### config.mk
export PLATFORM = sky130hd
export DESIGN_NAME = ram_row_reader
export DESIGN_NICKNAME = d
export VERILOG_FILES = /design/src/rtl/ram_row_reader.sv
export SDC_FILE = /design/constraint.sdc
export NUM_CORES = 2
export LEC_CHECK = 0
export CAP_MARGIN = 20
export CELL_PAD_IN_SITES_DETAIL_PLACEMENT = 1
export CELL_PAD_IN_SITES_GLOBAL_PLACEMENT = 1
export CORE_AREA = 2 2 426 428
export DETAILED_ROUTE_END_ITERATION = 10
export DIE_AREA = 0 0 428 430
export PLACE_DENSITY_LB_ADDON = 0.1
export SYNTH_ARGS = -nofsm -noshare
export SYNTH_HDL_FRONTEND = slang
export SYNTH_SLANG_ARGS = --single-unit
export TNS_END_PERCENT = 20
### constraint.sdc
create_clock -name clk -period 4.5 [get_ports clk]
set_input_delay 1.125 -clock clk [delete_from_list [all_inputs] [get_ports clk]]
set_output_delay 1.125 -clock clk [all_outputs]
set_load 0.02 [all_outputs]
### src/rtl/ram_row_reader.sv
// ============================================================================
// Module   : ram_row_reader
// Brief    : Read-side master for the 32-row matrix RAM. Fetches a run of
//            consecutive rows and serialises each row into 32 elements on a
//            valid/ready stream for the rotation / pivot-search units.
// Revision : 1.0 - initial release
// ============================================================================
`default_nettype none

module ram_row_reader #(
    parameter int RD_LAT = 1,   // RAM read latency, 1..4 cycles
    parameter int ADDR_W = 5,   // row address width
    parameter int WORD_W = 32   // element width
) (
    input  logic                   clk,
    input  logic                   reset,          // asynchronous, active-low
    input  logic                   start,
    input  logic [ADDR_W-1:0]      base_row,
    input  logic [ADDR_W:0]        num_rows,
    output logic                   busy,
    output logic                   done,
    output logic                   ram_ena,
    output logic                   ram_read_write,
    output logic [ADDR_W-1:0]      ram_address,
    input  logic [32*WORD_W-1:0]   ram_data_out,
    output logic                   word_valid,
    input  logic                   word_ready,
    output logic [WORD_W-1:0]      word_data,
    output logic [ADDR_W-1:0]      word_row,
    output logic [4:0]             word_col,
    output logic                   word_last
);

    localparam int                COLS      = 32;
    localparam int                ROW_W     = COLS * WORD_W;
    localparam logic [2:0]        WAIT_LAST = 3'(RD_LAT - 1);
    localparam logic [4:0]        LAST_COL  = 5'd31;
    localparam logic [4:0]        PEN_COL   = 5'd30;
    localparam logic [ADDR_W:0]   ONE_ROW   = (ADDR_W+1)'(1);

    typedef enum logic [2:0] {
        S_IDLE  = 3'd0,
        S_ADDR  = 3'd1,
        S_WAIT  = 3'd2,
        S_SHIFT = 3'd3,
        S_DONE  = 3'd4
    } state_t;

    state_t              state_q;
    logic [ADDR_W-1:0]   row_q;
    logic [ADDR_W-1:0]   row_d;
    logic [ADDR_W:0]     rows_left_q;
    logic [2:0]          wait_cnt_q;
    logic [ROW_W-1:0]    shift_q;
    logic [4:0]          col_q;
    logic                busy_q;
    logic                done_q;
    logic                ram_ena_q;
    logic [ADDR_W-1:0]   ram_address_q;
    logic                word_valid_q;
    logic                word_last_q;

    // Next row in the run; wraps modulo the row count by natural overflow.
    assign row_d = row_q + 1'b1;

    // Sequencer: address phase, latency wait, then element-by-element drain.
    always_ff @(posedge clk or negedge reset) begin
        if (!reset) begin
            state_q       <= S_IDLE;
            row_q         <= '0;
            rows_left_q   <= '0;
            wait_cnt_q    <= '0;
            shift_q       <= '0;
            col_q         <= '0;
            busy_q        <= 1'b0;
            done_q        <= 1'b0;
            ram_ena_q     <= 1'b0;
            ram_address_q <= '0;
            word_valid_q  <= 1'b0;
            word_last_q   <= 1'b0;
        end else begin
            done_q <= 1'b0;
            case (state_q)
                S_IDLE: begin
                    if (start) begin
                        if (num_rows != '0) begin
                            row_q         <= base_row;
                            rows_left_q   <= num_rows;
                            ram_address_q <= base_row;
                            ram_ena_q     <= 1'b1;
                            busy_q        <= 1'b1;
                            state_q       <= S_ADDR;
                        end else begin
                            // Empty run: report completion without touching the RAM.
                            done_q  <= 1'b1;
                            state_q <= S_DONE;
                        end
                    end
                end
                S_ADDR: begin
                    wait_cnt_q <= '0;
                    state_q    <= S_WAIT;
                end
                S_WAIT: begin
                    if (wait_cnt_q == WAIT_LAST) begin
                        shift_q      <= ram_data_out;
                        ram_ena_q    <= 1'b0;
                        word_valid_q <= 1'b1;
                        col_q        <= '0;
                        word_last_q  <= 1'b0;
                        state_q      <= S_SHIFT;
                    end else begin
                        wait_cnt_q <= wait_cnt_q + 3'd1;
                    end
                end
                S_SHIFT: begin
                    if (word_ready) begin
                        if (col_q == LAST_COL) begin
                            word_valid_q <= 1'b0;
                            word_last_q  <= 1'b0;
                            if (rows_left_q > ONE_ROW) begin
                                rows_left_q   <= rows_left_q - ONE_ROW;
                                row_q         <= row_d;
                                ram_address_q <= row_d;
                                ram_ena_q     <= 1'b1;
                                state_q       <= S_ADDR;
                            end else begin
                                rows_left_q <= '0;
                                busy_q      <= 1'b0;
                                done_q      <= 1'b1;
                                state_q     <= S_DONE;
                            end
                        end else begin
                            // Column 0 sits in the top bits, so shift left to expose the next one.
                            shift_q     <= {shift_q[ROW_W-WORD_W-1:0], {WORD_W{1'b0}}};
                            col_q       <= col_q + 5'd1;
                            word_last_q <= (col_q == PEN_COL) && (rows_left_q == ONE_ROW);
                        end
                    end
                end
                S_DONE: begin
                    state_q <= S_IDLE;
                end
                default: begin
                    state_q <= S_IDLE;
                end
            endcase
        end
    end

    assign busy           = busy_q;
    assign done           = done_q;
    assign ram_ena        = ram_ena_q;
    assign ram_read_write = 1'b0;
    assign ram_address    = ram_address_q;
    assign word_valid     = word_valid_q;
    assign word_data      = shift_q[ROW_W-1 -: WORD_W];
    assign word_row       = row_q;
    assign word_col       = col_q;
    assign word_last      = word_last_q;

endmodule

`default_nettype wire

# --- Word level (Yosys, flattened, before mapping) ---
# Cells that the tools add are included.
totals:
  in_bits: 1039
  register_bits: 1051
  out_inout_bits: 53
classes:
  n_addsub: 4
  n_reduce_logical: 17
  muxes: 53
  n_eq_ne: 15
  magnitude_cmp: 1
ops:
  columns: ["operator", "n"]
  rows:
  - ["two-way mux 1024 bit", 3]
  - ["case mux 1024 bit (2 select lines)", 1]
  - ["two-way mux 5 bit", 8]
  - ["two-way mux 6 bit", 5]
  - ["two-way mux 3 bit", 7]
  - ["case mux 5 bit (2 select lines)", 2]
  - ["two-way mux 1 bit", 19]
  - ["inequality test 2 bit, second input constant", 9]
  - ["case mux 3 bit (4 select lines)", 1]
  - ["case mux 6 bit (2 select lines)", 1]
  - ["AND reduction 4 bit", 3]
  - ["AND reduction 6 bit", 2]
  - ["adder 5 x 1 -> 5 bit, second input constant", 2]
  - ["== test 5 bit, second input constant", 2]
  - ["case mux 1 bit (2 select lines)", 4]
  - ["AND reduction 7 bit", 1]
  - ["== test 3 x 2 -> 1 bit, second input constant", 2]
  - ["== test 6 x 1 -> 1 bit, second input constant", 1]
  - ["greater-than comparator 6 x 1 -> 1 bit, second input constant", 1]
  - ["logical NOT 3 bit", 2]
  - ["case mux 3 bit (2 select lines)", 1]
  - ["nonzero test 2 bit", 3]
  - ["nonzero test 6 bit", 1]
  - ["subtractor 6 x 1 -> 6 bit, second input constant", 1]
  - ["other kinds (8)", 8]

# --- Logic depth before layout (Yosys ltp) ---
logic_depth:
  ltp_word: 5
  depth_mapped: 11

# --- Worst setup path after synthesis ---
# No wires, ideal clock.
synth_timing:
  path_type: "input -> register"
  from: "input port start"
  to: "register ram_address_q[1] (netlist: ram_address[1])"
  arrival_time_ps: 2538
  setup_slack_ps: 1837
  cell_stages: 6
  n_path_buf: 2
  path_cell_list: "or3b_1 > a21o_1 > buf_6 > or3_1 > buf_2 > mux2_4"
synth_between:
  elab_chain_len: 2
synth_lines:
  columns: ["element", "line", "source"]
  rows:
  - ["start: declaration", "17", "input logic start,"]
  - ["inequality test 2 bit (no source line)", null, null]
  - ["AND reduction 6 bit (no source line)", null, null]
  - ["end signal: assignment", "89", "ram_address_q <= base_row;"]
  - ["end signal: assignment", "124", "ram_address_q <= row_d;"]
  - ["end: declaration", "59", "logic [ADDR_W-1:0] ram_address_q;"]
# No other way between the ends.
# A chain may end at the register's enable or synchronous reset.

# --- Worst setup path after layout ---
layout_timing:
  from: "register ram_address_q[0] (netlist: ram_address[0])"
  to: "output port ram_address[0]"
layout_rtl:
  columns: ["element", "line", "source"]
  rows:
  - ["end: declaration", "24", "output logic [ADDR_W-1:0] ram_address,"]
# No word-level cell between the ends.

==> results.ini <==
[worst_setup_path]
critPathCaptureType=primary output
critPathArrivalTime_ps=2200
r2r_slack_ps=1690
crit_type=flip-flop to primary output
reg2reg_from=wait_cnt_q[0]
start_kind=flip-flop
critPathBufInv=1
cp_max_fo=6
crit_family=buffers and inverters
r2r-end=shift_q[384]
slowest_delay_ps=760
crit_slowest_cell=clkdlybuf4s50_1
worstPathCellList=clkdlybuf4s50_1
required_ps=3380
ff2ff_path_depth=9

[clock_network]
post_cts_buffers=0
path_clk_slew_ps=60
holdBufCountCts=0
clockBufferDepth=3
ctsResizeCount=0
htree_levels=4
cts_buffers=135
cts_tree=built
clock_latency_ps=790
clock_sinks=1051
root_buffer=clkbuf_16

[die]
std_cell_rows=156
die_area_um2=184000
ios=1092
start_util_pct=26.30
fp.dieW_um=428
die_y_um=430
core_area_um2=179800

[sta]
worst_pin_slew_ps=939.4
max_slew_margin_pct=37.37
fin_hold_ws_ps=298.3
setup_slack_ps=1171
fin_crit_ps=3329
finalSetupTns_ps=0
finalHoldViolCount=0
fin_skew_ps=33.83
slew_violations=0
setup_viol=0
rsz0062_at_grt=no
fin_crit_sh_pct=73.98
fmax_ghz=0.3004

[synth]
synth_nets=6748
ys_ff_latch=1051
synth_edf_count=0
yosysTopAreaCell=dfrtp_1
syn_avg_cell_area_um2=8.292
synth_area_um2=47270
synth_top_area_share_pct=55.64
synth_ff_type=dfrtp_1
synthTopCellsByArea=dfrtp_1, nand2_1, a31oi_1, nor2_1, buf_2
ys_seq_area_share_pct=55.64
async_flop_share_pct=100.0
yosysUniqueCellTypes=51
syn_inst=5701
ys_warn_count=0

[layout]
area_growth_pct=37.06
nNetsFinal=7580
drive_gt1_share_pct=4.658
final.fill_count=21061
stdcell_area_um2=64790

[run]
maxCapViolCount=0

[routing]
ant_nets=0
firstDrtPassIters=5
vias_per_cell=4.846
vias=43952
routedWlPerCell_um=23.26
drtIter0Drc=2937
routed_wl_um=210900
drc=0

[global_routing]
grt_max_degree=202
grt_pass1_wl_um=308400
grt_use_total_pct=22.45
antenna_found_initial=116
overflow=0
grt_pass1_vias=46231

[place]
place.gp.congestion=0.8460
port_buffers=1090
post-place-ws_ps=1017
postPlaceCellArea_um2=60230
hpwlAfterDp_um=155500

[hold_path]
hold_class=primary input to asynchronous set/reset pin

[outcome]
status=complete, no violations

[power]
power_uw=48520
p_leak_uw=0.02733
powerDensity_nw_per_um2=748.9
vdd_drop_max_mv=0.5903

## worst max-delay path by stage
stage	start	end	cells after the start
after global routing	ram_address[0]	ram_address[0]	1
final	ram_address[0]	ram_address[0]	1
after CTS	ram_address[0]	ram_address[0]	1
after global placement	word_ready	shift_q[255]	8
after floorplan	start	ram_address[1]	6
after detailed placement	word_ready	shift_q[418]	8
## area by class of cell
class,instances,area (µm²),share of cell area [%]
Antenna cell,65,162.7,0.2511
Clock buffer,211,4133,6.379
Clock inverter,27,265.3,0.4094
Inverter,11,41.29,0.06373
Multi-Input combinational cell,4142,18590,28.69
Sequential cell,1051,26300,40.59
Tap cell,2370,2965,4.577
Timing Repair Buffer,1192,12330,19.03
## sequential cells by signal, summed over array words and instances, names as in the netlist
signal,flops
state_q,3
done,1
rows_left_q,6
shift_q,1024
wait_cnt_q,3
ram_ena,1
word_valid,1
busy,1
word_last,1
word_col,5
ram_address,5
## logic make-up (layout without fill, tap and decap cells)
| group | Yosys count | in the layout | synth area share (%) |
|---|---|---|---|
| and+or+nand+nor | 3047 | 3047 | 24.41 |
| AOI/OAI and AO/OA | 1083 | 1083 | 14.55 |
| DFF | 1051 | 1051 | 55.64 |
| buffers and inverters | 508 | 1441 | 5.103 |
| adders and majority gates | 8 | 8 | 0.2118 |
| muxes | 3 | 3 | 0.07411 |
| other | 1 | 66 | 0.007933 |
## synth_stat cells, types with 2 or more instances
cell type  instances
o31ai_1            3
o2bb2ai_1          2
clkbuf_1         164
nor3_1             6
and3_1             3
a32oi_1            5
nand2_1         2003
o32ai_1            2
nand2b_1           2
and2_1             4
a31oi_1          993
nand3_1            5
mux2i_1            2
dfrtp_1         1051
ha_1               8
and4_1             2
or3_1              3
nor2_1          1004
a22oi_1            2
a22o_1            32
a21oi_1           10
buf_1             12
nor2b_1            2
o41ai_1            2
o22a_1             2
nor4_1             5
inv_1             11
buf_2            280
o21ai_0           19
buf_4             39
and3b_1            2
o22ai_1            2
## layer usage
metal | part of all wire [%] | wire [µm] | vias to the layer above | global-route usage [%]
met2 | 51 | 107900 | 951 | 38.65
met5 | 0.083 | 175 | - | 0
met1 | 41 | 85760 | 21814 | 26.57
li1 | - | - | 20774 | -
met4 | 4.3 | 9039 | 32 | 12.08
met3 | 3.8 | 8047 | 381 | 4.033
## layout by cell type, fill, tap and decap left out, types with 3 or more instances in the layout
cell,netlist,routed
dfrtp_1,1051,1051
clkdlybuf4s50_1,0,1089
o31ai_1,3,3
a21oi_1,10,10
clkbuf_1,164,37
and3_1,3,3
a32oi_1,5,5
inv_1,11,11
o21ai_0,19,19
clkbuf_16,0,142
ha_1,8,8
buf_4,39,50
nand2_1,2003,2003
bufinv_16,0,3
a31oi_1,993,993
nor4_1,5,5
nand3_1,5,5
clkinv_2,0,15
or3_1,3,3
and2_1,4,4
nor3_1,6,6
a22o_1,32,32
inv_6,0,5
buf_12,0,52
clkinv_8,0,3
clkbuf_8,0,32
diode_2,0,65
nor2_1,1004,1004
## stage by stage
step | util [%] | cells
6_report | 36.04 | 9069
3_3_place_gp | 33.50 | 8766
4_1_cts | 35.95 | 9004
3_5_place_dp | 33.50 | 8766
5_1_grt | 36.03 | 9062
2_1_floorplan | - | 5701
## where the power goes
part           leakage (µW)  switching (µW)  internal (µW)  total [µW]
combinational        0.0136           13200           7440       20600
clock               0.00217            4410           6460       10900
sequential           0.0116            2860          14100       17000
## worst register-to-register path, delay by kind of cell (launching register included)
| family | cells | cell delay, ps |
|---|---|---|
| buffers and inverters | 4 | 880 |
| AO/OA/AOI/OAI | 2 | 630 |
| AND/OR/NAND/NOR | 2 | 600 |
| flip-flops | 1 | 410 |
| adder cells (fa/ha/maj) | 1 | 200 |
No activity file was read; power rests on OpenSTA's default activity.
